===== src/rtl/pipe_hazard_ctrl.sv =====
// Stall/flush controller for the five-stage pipeline: RAW hazard detection,
// MDU busy countdown, exception/eret flush sequencing and a stall-cycle counter.

module pipe_hazard_src (
   input  logic [4:0] src,
   input  logic [1:0] tuse,
   input  logic [4:0] wa_E,
   input  logic [1:0] tnew_E,
   input  logic [4:0] wa_M,
   input  logic [1:0] tnew_M,
   output logic       haz
);
   // $0 is hardwired; W stage results are always forwardable so it never stalls
   assign haz = (src != 5'd0) &&
                (((src == wa_E) && (tuse < tnew_E)) ||
                 ((src == wa_M) && (tuse < tnew_M)));
endmodule

module pipe_hazard_ctrl #(
   parameter int MULT_LAT = 5,
   parameter int DIV_LAT  = 10
) (
   input  logic        clk,
   input  logic        reset,
   input  logic [4:0]  rs_D,
   input  logic [4:0]  rt_D,
   input  logic [1:0]  tuse_rs_D,
   input  logic [1:0]  tuse_rt_D,
   input  logic [4:0]  wa_E,
   input  logic [1:0]  tnew_E,
   input  logic [4:0]  wa_M,
   input  logic [1:0]  tnew_M,
   input  logic        md_use_D,
   input  logic        md_start_E,
   input  logic        md_div_E,
   input  logic        exc_req,
   input  logic        eret_M,
   output logic        WR_F,
   output logic        WR_D,
   output logic        clr_D,
   output logic        clr_E,
   output logic        clr_M,
   output logic        md_busy,
   output logic        md_done,
   output logic [31:0] stall_cnt
);
   localparam int NUM_SRC = 2;

   typedef enum logic {RUN = 1'b0, FLUSH = 1'b1} state_t;

   state_t state, state_nxt;
   logic [3:0]  md_cnt;
   logic [31:0] stall_cnt_q;
   logic        md_stall, stall, flush;

   logic [NUM_SRC-1:0][4:0] src;
   logic [NUM_SRC-1:0][1:0] tuse;
   logic [NUM_SRC-1:0]      haz;

   assign src  = {rt_D, rs_D};
   assign tuse = {tuse_rt_D, tuse_rs_D};

   for (genvar g = 0; g < NUM_SRC; g++) begin : g_src
      pipe_hazard_src u_haz (
         .src    (src[g]),
         .tuse   (tuse[g]),
         .wa_E   (wa_E),
         .tnew_E (tnew_E),
         .wa_M   (wa_M),
         .tnew_M (tnew_M),
         .haz    (haz[g])
      );
   end

   assign md_busy  = md_start_E || (md_cnt != 4'd0);
   assign md_done  = (md_cnt == 4'd1);
   assign md_stall = md_use_D && md_busy;
   assign stall    = (|haz) || md_stall;
   // a second exception while the stages are being cleared is not taken
   assign flush    = (exc_req || eret_M) && (state == RUN);
   assign stall_cnt = stall_cnt_q;

   always_ff @(posedge clk or posedge reset) begin
      if (reset) state <= RUN;
      else       state <= state_nxt;
   end

   always_comb begin
      state_nxt = state;
      case (state)
         RUN:     if (flush) state_nxt = FLUSH;
         FLUSH:   state_nxt = RUN;
         default: state_nxt = RUN;
      endcase
   end

   always_comb begin
      WR_F  = 1'b1;
      WR_D  = 1'b1;
      clr_D = 1'b0;
      clr_E = 1'b0;
      clr_M = 1'b0;
      if (flush) begin
         WR_D  = 1'b0;
         clr_D = 1'b1;
         clr_E = 1'b1;
         clr_M = 1'b1;
      end else if (stall) begin
         WR_F  = 1'b0;
         WR_D  = 1'b0;
         clr_E = 1'b1;
      end
   end

   // a start that coincides with a flush is squashed along with its instruction
   always_ff @(posedge clk or posedge reset) begin
      if (reset)
         md_cnt <= 4'd0;
      else if (md_start_E && !flush)
         md_cnt <= md_div_E ? 4'(DIV_LAT) : 4'(MULT_LAT);
      else if (md_cnt != 4'd0)
         md_cnt <= md_cnt - 4'd1;
   end

   always_ff @(posedge clk or posedge reset) begin
      if (reset)
         stall_cnt_q <= 32'd0;
      else if (stall && !flush && (stall_cnt_q != 32'hFFFF_FFFF))
         stall_cnt_q <= stall_cnt_q + 32'd1;
   end
endmodule


===== config.mk =====
export PLATFORM = sky130hd
export DESIGN_NAME = pipe_hazard_ctrl
export DESIGN_NICKNAME = d
export VERILOG_FILES = /design/src/rtl/pipe_hazard_ctrl.sv
export SDC_FILE = /design/constraint.sdc
export NUM_CORES = 1
export LEC_CHECK = 0
export ABC_AREA = 1
export CORE_UTILIZATION = 51
export DETAILED_ROUTE_END_ITERATION = 10
export PLACE_DENSITY_LB_ADDON = 0.1
export SYNTH_ARGS = -nofsm -noshare
export SYNTH_HDL_FRONTEND = slang
export SYNTH_HIERARCHICAL = 1
export SYNTH_SLANG_ARGS = --single-unit

===== constraint.sdc =====
create_clock -name clk -period 1.7 [get_ports clk]
set_input_delay 0.17 -clock clk [delete_from_list [all_inputs] [get_ports clk]]
set_output_delay 0.17 -clock clk [all_outputs]
set_load 0.05 [all_outputs]

==> summary.txt, run 1 <==
Place
  • Placed Cells: 693
  • Area after detailed placement: 4113 um^2
  • Worst setup timing slack at the placement stage: -0.5783 ns
  • Count of input and output buffers: 73
  • Final Wtd Congestion: 0.8564
  • Estimated wirelength of the detail-placed design: 6153 um

STA
  • Clock skew: 0.003330 ns
  • Highest attainable clock frequency: between 500 and 600 MHz
  • Number of hold violations in the final report: 0
  • Worst-case setup margin in the final layout: -0.01879 ns
  • Final worst hold slack: 0.2815 ns
  • Worst rel slew slack: 68.27%
  • Tcrit/Tclk final: 101.1%
  • Total of endpoints with negative setup slack in the final report: 2
  • Actual transition at the worst max-transition pin: 0.4759 ns
  • Clock period minus worst slack: 1.719 ns
  • RSZ-0062 raised after global routing: true
  • Setup TNS: -0.02494 ns
  • Number of max-slew violations in the final report: 0

CTS
  • Root Buffer: clkbuf_8
  • Clock insertion delay at the later pin of the skew report: 0.29 ns
  • TritonCTS clock tree: built
  • Clock transition at the registers of the reported paths: 0.07 ns
  • CTS HTree Levels: 2
  • Sinks on Clock Net: 37
  • Buffer depth of the longest clock path: 2
  • CTS Hold Buffers Added: 0
  • Number of buffers created by CTS: 5

Job
  • Max-cap violations: 0

Drt
  • Drt wl/cell: 11.35 um
  • Met1 wire length: 3559 um
  • Number of DRC markers in iteration 0: 178
  • DRT antenna net count: 0
  • Amount of wire on met3 after detailed routing: 432 um
  • Via Count: 3449
  • Detailed route wirelength on metal2: approximately 3900 um
  • Uppermost signal routing layer after detailed routing: met4
  • Total DRC errors in the routed layout: 0
  • Vias per cell: 4.865
  • Total Routed Length: 8044 um
  • Number of search-and-repair iterations in the first detailed-routing pass: 4

Yosys
  • Cells after Synth: approximately 530
  • Syn_nets: 570
  • Register area share after synthesis: 29.79%
  • Number of different library cells in the post-synthesis netlist: 27
  • Yosys warning total: 6
  • Top cells by area, synth: nand2_1 31%, dfrtp_1 30%, inv_1 8.6%, nor2_1 8.0%, ha_1 3.2%
  • Synthesized flop and latch total: 37
  • Share of the synthesized area in the top cell type: between 30% and 40%
  • Synthesized area per cell: around 6 um^2
  • Largest area contributor in the synthesized netlist: nand2_1
  • Area of the mapped netlist: slightly above 3000 um^2

Layout
  • Core Util, Final: 74.02%
  • Net count reported at finish: 676
  • Top library cells by usage in the layout, fill and taps aside: 252 x nand2_1, 62 x inv_1, 61 x buf_4, 57 x nor2_1, 27 x dfrtp_1
  • Non-filler cells, final: 709
  • Layout cell share with drive strength beyond 1: between 20 and 30%
  • Fillers: 498
  • Count of antenna diodes in the layout: 0
  • Area grow syn2layout: 40.18%
  • Cell area after layout: 4357 um^2
  • Leading cell type in the layout, fill and taps excluded: nand2_1

Pwr
  • Tot Pwr: around 3.4 mW
  • Peak supply drop: just under 0.9 mV
  • Cell leakage power: 2.371 nW
  • Pwr Density: 779.6 nW/um^2

Floorplan
  • Starting utilization of the core area: 52.81%
  • Die extent in x: 80.07 um
  • Core Box Area: about 5900 um^2
  • Total I/O pin count: 74
  • Number of standard-cell rows in the floorplan: 28
  • DIE AREA: about 6400 um^2
  • Chip height: 80.07 um

Global route
  • Initial antenna violation count: 0
  • Global-route wire length before repair: 13410 um
  • Total congestion overflow: 0
  • Total routing usage reported by global routing: 26.50%
  • Vias in the first global route: 3100
  • Maximum number of pins on one net before global-route repair: 38

Outcome
  • Failing checks: setup timing
  • Run status: finished with violations

Worst setup path
  • Cell type with the highest occurrence count on the critical path: nand2_4
  • Start of the worst register-to-register path: stall_cnt[11]
  • Launching element type of the critical path: flop
  • Series of cell instances along the critical path: inv_2 -> ha_4 -> nand3_4 -> nand2_4 -> nand2_4 -> nor2_4 -> clkinvlp_4 -> buf_8
  • Critical Path End Type: primary output
  • CP max-delay cell: dfrtp_1
  • Dominant delay contributor by cell family on the critical path: flip-flops
  • WP buf/inv: 3
  • CP arrival: roughly 1.6 ns
  • CP required: 1.53 ns
  • Max stage delay on crit path: a little under 0.4 ns
  • Startpoint-to-endpoint class of the critical path: reg2out
  • Launch point of the worst path: md_cnt[0]
  • Crit-path max FO: 2

Worst hold path
  • Class of the most critical hold timing path: in2async
worst register-to-register path, cell delays in order (launching register included):
cell and delay [ns]:
dfrtp_1 0.43, nand2_1 0.12, nor2_1 0.24, nand2_1 0.10, nor2_1 0.14, buf_4 0.17, nand2_1 0.06, nand2_1 0.06
nand2_1 0.05, nand2_1 0.06, nand2_1 0.04
repair_timing:
action,CTS,global route
setup buffers,4,4
hold endpoints to repair,0,0
gates resized for setup,64,47
endpoints found under the setup margin,35,35
pin swaps,28,16
Yosys cell counts (all sizes together):
cell type and n:
nand2 262, inv 79, nor2 74, dfrtp 37, nand3 21, xor2 11, ha 8, buf 7
xnor2 7, a21oi 5, nand3b 4, nor3 3, o21ai 3, o211ai 2, a21boi 1, and2 1
nand4 1, nor3b 1
flip-flops by register name (all words and copies together), names as in the netlist:
name,count
stall_cnt,32
md_cnt,4
state,1
layout make-up:
| class | instances | area (um^2) | area share (%) |
|---|---|---|---|
| Clock inverter | 1 | 30.03 | 0.6893 |
| Multi-Input combinational cell | 404 | 1996 | 45.81 |
| Sequential cell | 37 | 938.4 | 21.54 |
| Inverter | 79 | 300.3 | 6.893 |
| Tap cell | 75 | 93.84 | 2.154 |
| Timing Repair Buffer | 106 | 912.1 | 20.94 |
| Clock buffer | 7 | 86.33 | 1.982 |
final timing paths:
check	cells past startpoint	end	slack (ns)
min reg2reg	2	stall_cnt[5]	0.55
min	3	md_cnt[0]	0.28
max	8	clr_E	-0.02
max reg2reg	10	stall_cnt[22]	0.12
max in group asynchronous	3	stall_cnt[1]	1.05
min in group clk	3	md_cnt[3]	0.52
routing by layer:
layer | vias up | track usage (%)
met5 | - | 0
met4 | 0 | 6.607
met3 | 17 | 3.295
met2 | 91 | 46.15
met1 | 1566 | 34.63
li1 | 1775 | -
cell families after synthesis:
| kind of cell | after synthesis | synth area share (%) |
|---|---|---|
| DFF | 37 | 29.79 |
| adders and majority gates | 8 | 3.221 |
| xor gates and xnor gates | 18 | 5.072 |
| and+or+nand+nor | 367 | 48.23 |
| AOI/OAI and AO/OA | 11 | 2.254 |
| buffers and inverters | 86 | 11.43 |
report_power, final:
| part | internal, mW | switching, mW | total, mW |
|---|---|---|---|
| sequential | 0.999 | 0.148 | 1.15 |
| clock | 0.478 | 0.311 | 0.789 |
| combinational | 0.621 | 0.841 | 1.46 |
Note: power is estimated with default switching activity, not from simulation.
==> run 2: changes to the inputs <==
--- a/config.mk
+++ b/config.mk
@@ -6,9 +6,11 @@
 export NUM_CORES = 1
 export LEC_CHECK = 0
 export ABC_AREA = 1
+export CAP_MARGIN = 30
 export CORE_UTILIZATION = 51
 export DETAILED_ROUTE_END_ITERATION = 10
 export PLACE_DENSITY_LB_ADDON = 0.1
+export SKIP_CTS_REPAIR_TIMING = 1
 export SYNTH_ARGS = -nofsm -noshare
 export SYNTH_HDL_FRONTEND = slang
 export SYNTH_HIERARCHICAL = 1
==> run 2 against run 1 <==
Effect of this change: critical path depth unchanged; global-route usage decreased by 0.44 points; the run still ends with setup timing left; clock skew increased by 0.0019 ns; highest routed layer unchanged; largest power group unchanged; design area increased by 1.6%.
==> summary.txt, run 2 (synthesized netlist as in run 1, its figures left out) <==
Pwr
  • Internal power component: 2.093 mW
  • Peak supply drop: 0.8893 mV
  • Relative contribution of the clock network to total power: 23.4%
  • Tot Pwr: 3.383 mW
  • P_sw: 1.290 mW
  • Cell leakage power: ~2.5 nW
  • Part of the total power dissipated in sequential elements: approximately 34%
  • Combinational cell fraction of total power: ~43%
  • Switching share of power: a little under two fifths
  • Pwr Density: approximately 760 nW/um^2

STA
  • Clock skew: approximately 0.0052 ns
  • Number of hold violations in the final report: 0
  • Number of max-slew violations in the final report: 0
  • Worst rel slew slack: around 69%
  • Final worst hold slack: 0.2821 ns
  • Clock period minus worst slack: between 1.5 and 2 ns
  • RSZ-0062 raised after global routing: true
  • Highest attainable clock frequency: 573.4 MHz
  • Tcrit/Tclk final: 102.6%
  • Worst-case setup margin in the final layout: -0.04409 ns
  • Actual transition at the worst max-transition pin: 0.4615 ns
  • Total of endpoints with negative setup slack in the final report: 2

Layout
  • Top library cells by usage in the layout, fill and taps aside: 251 x nand2_1, 62 x inv_1, 62 x buf_4, 56 x nor2_1, 27 x dfrtp_1
  • Count of antenna diodes in the layout: 0
  • Max reg flops: 32
  • Layout cell share with drive strength beyond 1: between 20% and 30%
  • Footprint of the multi-input gates: 1983 um^2
  • Cell area after layout: 4427 um^2
  • Net count reported at finish: 675
  • Area grow syn2layout: 42.43%
  • Fillers: just under 500
  • Leading cell type in the layout, fill and taps excluded: nand2_1
  • Storage cell area: 938.4 um^2

Floorplan
  • DIE AREA: 6410 um^2
  • Chip height: ~80 um
  • Die extent in x: around 80 um
  • Starting utilization of the core area: 52.81%
  • Number of standard-cell rows in the floorplan: 28
  • Total I/O pin count: 74
  • Core Box Area: approximately 5900 um^2

Drt
  • Number of DRC markers in iteration 0: 166
  • Total Routed Length: 8117 um
  • Number of search-and-repair iterations in the first detailed-routing pass: 4
  • Drt wl/cell: roughly 11 um
  • Vias per cell: 4.859
  • DRT antenna net count: 0
  • Total DRC errors in the routed layout: 0
  • Via Count: between 3000 and 4000

Place
  • Final Wtd Congestion: ~0.86
  • Estimated wirelength of the detail-placed design: 6153 um
  • Area after detailed placement: just over 4000 um^2
  • Worst setup timing slack at the placement stage: -0.5783 ns
  • Count of input and output buffers: 73

CTS
  • CTS HTree Levels: 2
  • Clock insertion delay at the later pin of the skew report: 0.29 ns
  • Sinks on Clock Net: 37
  • TritonCTS clock tree: built
  • Clock transition at the registers of the reported paths: 0.07 ns
  • Number of buffers created by CTS: 5
  • Root Buffer: clkbuf_8
  • Buffer depth of the longest clock path: 2

Job
  • Max-cap violations: 0

Worst hold path
  • Class of the most critical hold timing path: in2async

Global route
  • Global-route wire length before repair: 13190 um
  • Total congestion overflow: 0
  • Initial antenna violation count: 0
  • Vias in the first global route: 3056
  • Maximum number of pins on one net before global-route repair: 38
  • Total routing usage reported by global routing: 26.06%

Outcome
  • Failing checks: setup timing
  • Run status: finished with violations

Worst setup path
  • Launching element type of the critical path: flop
  • Start of the worst register-to-register path: stall_cnt[26]
  • CP required: roughly 1.5 ns
  • Crit-path max FO: 4
  • Startpoint-to-endpoint class of the critical path: reg2out
  • Launch point of the worst path: md_cnt[0]
  • Critical Path End Type: primary output
  • CP arrival: 1.57 ns
[run 2: changes by cell type in the layout (fill, tap and decap cells not counted), moves of 2 or more]
cell	before	now
buf_2	3	0
nor2_2	9	12
dlymetal6s2s_1	0	22
ha_2	0	2
nor2_4	8	6
dlygate4sd2_1	8	0
clkdlybuf4s15_1	5	0
clkbuf_2	9	5
buf_6	6	3
[run 2: final timing paths]
path                                       to  slack [ns]  cells past startpoint
max in group asynchronous       stall_cnt[18]        1.07                      3
worst max register to register   stall_cnt[0]        0.12                     10
worst max-delay path                    clr_E       -0.04                      8
worst min-delay path                md_cnt[0]        0.28                      3
worst min register to register   stall_cnt[5]        0.55                      2
min in group clk                    md_cnt[3]        0.52                      3
[run 2: worst max-delay path, stage by stage, from the launching register on]
cell	delay (ns)
dfrtp_1	0.42
inv_2	0.10
ha_4	0.15
nand3_4	0.09
nand2_4	0.08
nand2_4	0.07
nor2_4	0.13
clkinvlp_4	0.10
buf_8	0.15
[run 2: area by class of cell]
class | count | area share (%)
Sequential cell | 37 | 21.20
Inverter | 79 | 6.783
Clock inverter | 1 | 0.6783
Clock buffer | 7 | 1.950
Multi-Input combinational cell | 404 | 44.80
Timing Repair Buffer | 105 | 22.47
Tap cell | 75 | 2.120
[run 2: power groups by stage]
stage | Combinational, mW | Clock (mW) | Sequential, mW
finish | 1.45 | 0.791 | 1.15
global route | 1.59 | 0.836 | 1.17
CTS | 1.35 | 0.806 | 1.13
detailed placement | 1.34 | 0 | 1.15
global placement | 1.31 | 0 | 1.15
floorplan | 0.684 | 0 | 1.34
[run 2: routing by layer]
metal,global-route usage (%),share of wire [%],vias to the layer above
li1,-,-,1770
met1,34.28,44,1573
met2,44.96,49,84
met3,3.409,5.3,13
met4,6.607,1.6,0
met5,0,0,-
[run 2: through the flow]
| step | util [%] | setup TNS [ns] | instances |
|---|---|---|---|
| after global placement | 69.88 | -16.31 | 693 |
| after floorplan | - | -0.1980 | 527 |
| final | 75.21 | -0.07627 | 708 |
| after global routing | 75.21 | -0.2890 | 708 |
| after detailed placement | 69.88 | -19.12 | 693 |
| after CTS | 71.85 | -9.501 | 701 |
==> run 3: changes to the inputs <==
--- a/config.mk
+++ b/config.mk
@@ -7,7 +7,7 @@
 export LEC_CHECK = 0
 export ABC_AREA = 1
 export CAP_MARGIN = 30
-export CORE_UTILIZATION = 51
+export CORE_UTILIZATION = 30
 export DETAILED_ROUTE_END_ITERATION = 10
 export PLACE_DENSITY_LB_ADDON = 0.1
 export SKIP_CTS_REPAIR_TIMING = 1
==> run 3 against run 2 <==
Effect of this change: the flow still finishes with violations (setup timing); power down 5.2%; sequential share of layout area down 0.70 points; clock skew up 0.0030 ns; maximum frequency up 0.77%; flip-flop and latch count unchanged; design area up 2.7%; hold slack better by 0.024 ns; non-clock buffer count up 10; combinational power about the same; critical path depth unchanged.
==> summary.txt, run 3 (synthesized netlist as in run 1, its figures left out) <==
Outcome
  • Run status: finished with violations
  • Failing checks: setup timing

Floorplan
  • Total I/O pin count: 74
  • Number of standard-cell rows in the floorplan: 36
  • DIE AREA: 10770 um^2
  • Core Box Area: 9910 um^2
  • Chip height: ~100 um
  • Die extent in x: 103.8 um
  • Starting utilization of the core area: 31.36%

Worst setup path
  • CP arrival: 1.56 ns
  • Reg2reg path depth: 9
  • Critical Path End Type: primary output
  • CP required: approximately 1.5 ns
  • Crit-path max FO: 3
  • Startpoint-to-endpoint class of the critical path: reg2out
  • Launching element type of the critical path: flop

Layout
  • Max reg flops: 32
  • Layout cell share with drive strength beyond 1: 23.79%
  • Top library cells by usage in the layout, fill and taps aside: 253 x nand2_1, 71 x buf_4, 65 x inv_1, 52 x nor2_1, 32 x dfrtp_1
  • Count of antenna diodes in the layout: 0
  • Net count reported at finish: about 690
  • Leading cell type in the layout, fill and taps excluded: nand2_1
  • Area grow syn2layout: 46.34%
  • Cell area after layout: around 4500 um^2

Drt
  • Total Routed Length: 8792 um
  • Uppermost signal routing layer after detailed routing: met4
  • Detailed route wirelength on metal2: 4103 um
  • Number of search-and-repair iterations in the first detailed-routing pass: 4
  • Number of DRC markers in iteration 0: approximately 110
  • Drt wl/cell: 11.33 um
  • Amount of wire on met3 after detailed routing: 270 um
  • Met1 wire length: 4373 um
  • Vias per cell: 4.312
  • Via Count: 3346
  • DRT antenna net count: 0
  • Total DRC errors in the routed layout: 0

STA
  • Tcrit/Tclk final: 101.8%
  • Clock period minus worst slack: 1.731 ns
  • Number of max-slew violations in the final report: 0
  • Actual transition at the worst max-transition pin: 0.5000 ns
  • Number of hold violations in the final report: 0
  • Total of endpoints with negative setup slack in the final report: 2
  • Highest attainable clock frequency: 577.8 MHz
  • RSZ-0062 raised after global routing: true
  • Worst-case setup margin in the final layout: -0.03075 ns
  • Final worst hold slack: 0.3065 ns
  • Clock skew: 0.008186 ns
  • Worst rel slew slack: 66.67%

Global route
  • Total congestion overflow: 0
  • Global-route wire length before repair: 15060 um
  • Vias in the first global route: roughly 3200
  • Maximum number of pins on one net before global-route repair: 38
  • Initial antenna violation count: 0
  • Total routing usage reported by global routing: 16.93%

Place
  • Count of input and output buffers: 73
  • Estimated wirelength of the detail-placed design: 6804 um
  • Area after detailed placement: roughly 4300 um^2
  • Final Wtd Congestion: 0.8059

Pwr
  • Peak supply drop: just over 0.6 mV
  • Pwr Density: 705.3 nW/um^2
  • Cell leakage power: 2.611 nW

CTS
  • Number of buffers created by CTS: 5
  • Clock transition at the registers of the reported paths: approximately 0.080 ns
  • Buffer depth of the longest clock path: 2
  • TritonCTS clock tree: built
  • Root Buffer: clkbuf_8
  • Clock insertion delay at the later pin of the skew report: 0.29 ns
  • CTS HTree Levels: 2
  • Sinks on Clock Net: 37

Job
  • Max-cap violations: 0

Worst hold path
  • Class of the most critical hold timing path: in2async
-- run 3: changes by cell type in the layout (fill, tap and decap cells not counted), moves of 4 or more --
cell,change
buf_4,+9
nor2_1,-4
dfrtp_2,-5
dfrtp_1,+5
-- run 3: critical path, stage by stage, from the launching register on --
cell	delay, ns
dfrtp_1	0.41
inv_2	0.10
ha_4	0.15
nand3_4	0.08
nand2_4	0.08
nand2_4	0.06
nor2_4	0.12
clkinvlp_4	0.10
buf_8	0.15
-- run 3: through the flow --
step | cells | TNS [ns] | total power [mW] | setup slack, ns | utilization (%)
floorplan | 527 | -0.1980 | 2.022 | -0.1980 | -
global placement | 760 | -18.12 | 2.490 | -0.5435 | 43.04
detailed placement | 760 | -18.99 | 2.499 | -0.5713 | 43.04
CTS | 768 | -9.411 | 3.130 | -0.4471 | 43.88
global route | 776 | -0.3293 | 3.415 | -0.1102 | 45.90
finish | 776 | -0.04713 | 3.208 | -0.03075 | 45.90
-- run 3: path summary, 6_finish.rpt --
check,start,endpoint,slack [ns]
worst max-delay path,md_cnt[0],clr_E,-0.03
max in group asynchronous,reset,stall_cnt[5],1.02
worst min-delay path,reset,stall_cnt[16],0.31
min in group clk,state,state,0.48
worst max register to register,stall_cnt[0],stall_cnt[24],0.11
worst min register to register,state,state,0.48
-- run 3: area by class of cell --
type	instances	area, um^2
Clock buffer	6	72.57
Clock inverter	2	10.01
Fill cell	1074	5361
Inverter	79	300.3
Multi-Input combinational cell	404	1976
Sequential cell	37	932.1
Tap cell	133	166.4
Timing Repair Buffer	115	1091
-- run 3: report_power, final --
group,leakage [nW],total (mW),switching [mW],internal [mW]
Clock,0.0450,0.615,0.330,0.285
Combinational,2.07,1.46,0.828,0.628
Sequential,0.494,1.14,0.142,0.996
Total,2.61,3.21,1.30,1.91
-- run 3: routing by layer --
layer / GRT usage [%] / vias to the layer above
li1: - / 1790
met1: 23.31 / 1504
met2: 28.67 / 48
met3: 2.580 / 4
met4: 2.143 / 0
met5: 0 / -
==> patch: new RTL, flow settings as in run 1 <==
Reset style: synchronous (`reset`), changed in 3 clocked blocks.
--- a/src/rtl/pipe_hazard_ctrl.sv
+++ b/src/rtl/pipe_hazard_ctrl.sv
@@ -82,3 +82,3 @@
 
-   always_ff @(posedge clk or posedge reset) begin
+   always_ff @(posedge clk) begin
       if (reset) state <= RUN;
@@ -115,3 +115,3 @@
    // a start that coincides with a flush is squashed along with its instruction
-   always_ff @(posedge clk or posedge reset) begin
+   always_ff @(posedge clk) begin
       if (reset)
@@ -124,3 +124,3 @@
 
-   always_ff @(posedge clk or posedge reset) begin
+   always_ff @(posedge clk) begin
       if (reset)
Function: differs if reset is asserted again (counterexample within 4 cycles, from zero or initial values and one cycle with reset high); with reset held inactive, the same outputs for 10 cycles.
==> patch against run 1 <==
- the run still ends with negative setup slack left
- largest cell class unchanged
- maximum frequency fell by 0.13%
- final area up 3.4%
- total power shrank 2.5%
- worst setup slack got worse by 0.0022 ns
- register-to-register slack worse by 0.10 ns
- routed wire length grew 24%
- sequential cell count unchanged
- synthesized area down 0.68%
==> patch: results (changes against run 1) <==
status=finished, violations left; violations in the final reports=negative setup slack; fin nets=689 (+1.9%); hold slack=0.515 ns (+0.233 ns); pin count of the biggest net entering global routing=36 (-5.3%); top_reg_cell synth=dfxtp_1; ranking of synthesized cells by area=nand2_1, dfxtp_1, nor2_1; final setup margin=-0.0210 ns (-0.00222 ns); Netlist cell types=28 (+3.7%); met2 Use GR=0.521 (+0.0590); global-route met1 utilization=0.355 (+0.00836); hpwl dp=6580 um (+7.0%); Post-synth ARST share=0 (-1.00); Syn Inst Count=539 (+2.3%); Setup Viol. Count Final=3 (+1); vias in the first global route=3405 (+9.8%); FF-to-FF setup slack=0.02 ns (-0.10 ns); Combinational Power=1.58 mW (+8%); Compound-Gate Fraction of Synth Area=0.0859 (+0.0634); placer congestion estimate=0.924 (+7.9%); fin cells=719 (+1.4%); switching power=1.39 mW (+7.2%); most frequent cells after synthesis=nand2_1, nor2_1, inv_1; Routed WL=9940 um (+24%); XOR/XNOR Fraction of Synth Area=0.0511 (+0.000350); clock power share=0.197 (-0.035); Hold Path Class=reg -> reg; layout cells sized above 1=0.348 (+0.0938); VDD IR max=801 uV (-9.9%); TNS Setup=-0.0268 ns (-0.00183 ns); PwrDens=735 mW/mm^2 (-5.7%); Worst-Skew Late Latency=0.31 ns (+0.02 ns); LEAKAGE=2.12 nW (-11%); M1 WL=3900 um (+9.6%); post_cts resized=107 (+67%); CP max FO=3 (+1); sequential area share after synthesis=0.240 (-0.0579); GRT Overall Usage=0.289 (+0.0242); WL met3=792 um (+83%); clock skew=0.00813 ns (+0.00480 ns); area share of fa/ha/maj cells after synthesis=0.0324 (+0.000222); net count after synthesis=582 (+2.1%); setup repair bufs after CTS=3 (-1); Max-slew headroom=0.652 (-0.0311); crit path from=tuse_rt_D[0]
patch: worst max-delay path, stage by stage:
cell,delay (ns)
dlygate4sd2_1,0.23
inv_1,0.07
nand2_1,0.05
nand2_1,0.08
nand3_2,0.08
nor2_2,0.12
nor2_1,0.05
nor2_1,0.11
nor2_2,0.07
nand2_4,0.07
buf_12,0.10
nand2_8,0.06
buf_6,0.13
buf_12,0.13
patch: area by class of cell:
cell class | count | area [um^2]
clock buffer | 5 | 68.8
clock inverter | 3 | 16.3
fill | 429 | 1170
inverter | 78 | 300
multi-input combinational | 419 | 2270
sequential | 37 | 798
tap | 72 | 90.1
timing repair buffer | 105 | 958
patch: final timing paths:
| check | to | cells after the start |
|---|---|---|
| worst max-delay path | WR_F | 14 |
| worst min-delay path | stall_cnt[21] | 2 |
| worst max register to register | stall_cnt[6] | 11 |
| worst min register to register | stall_cnt[21] | 2 |
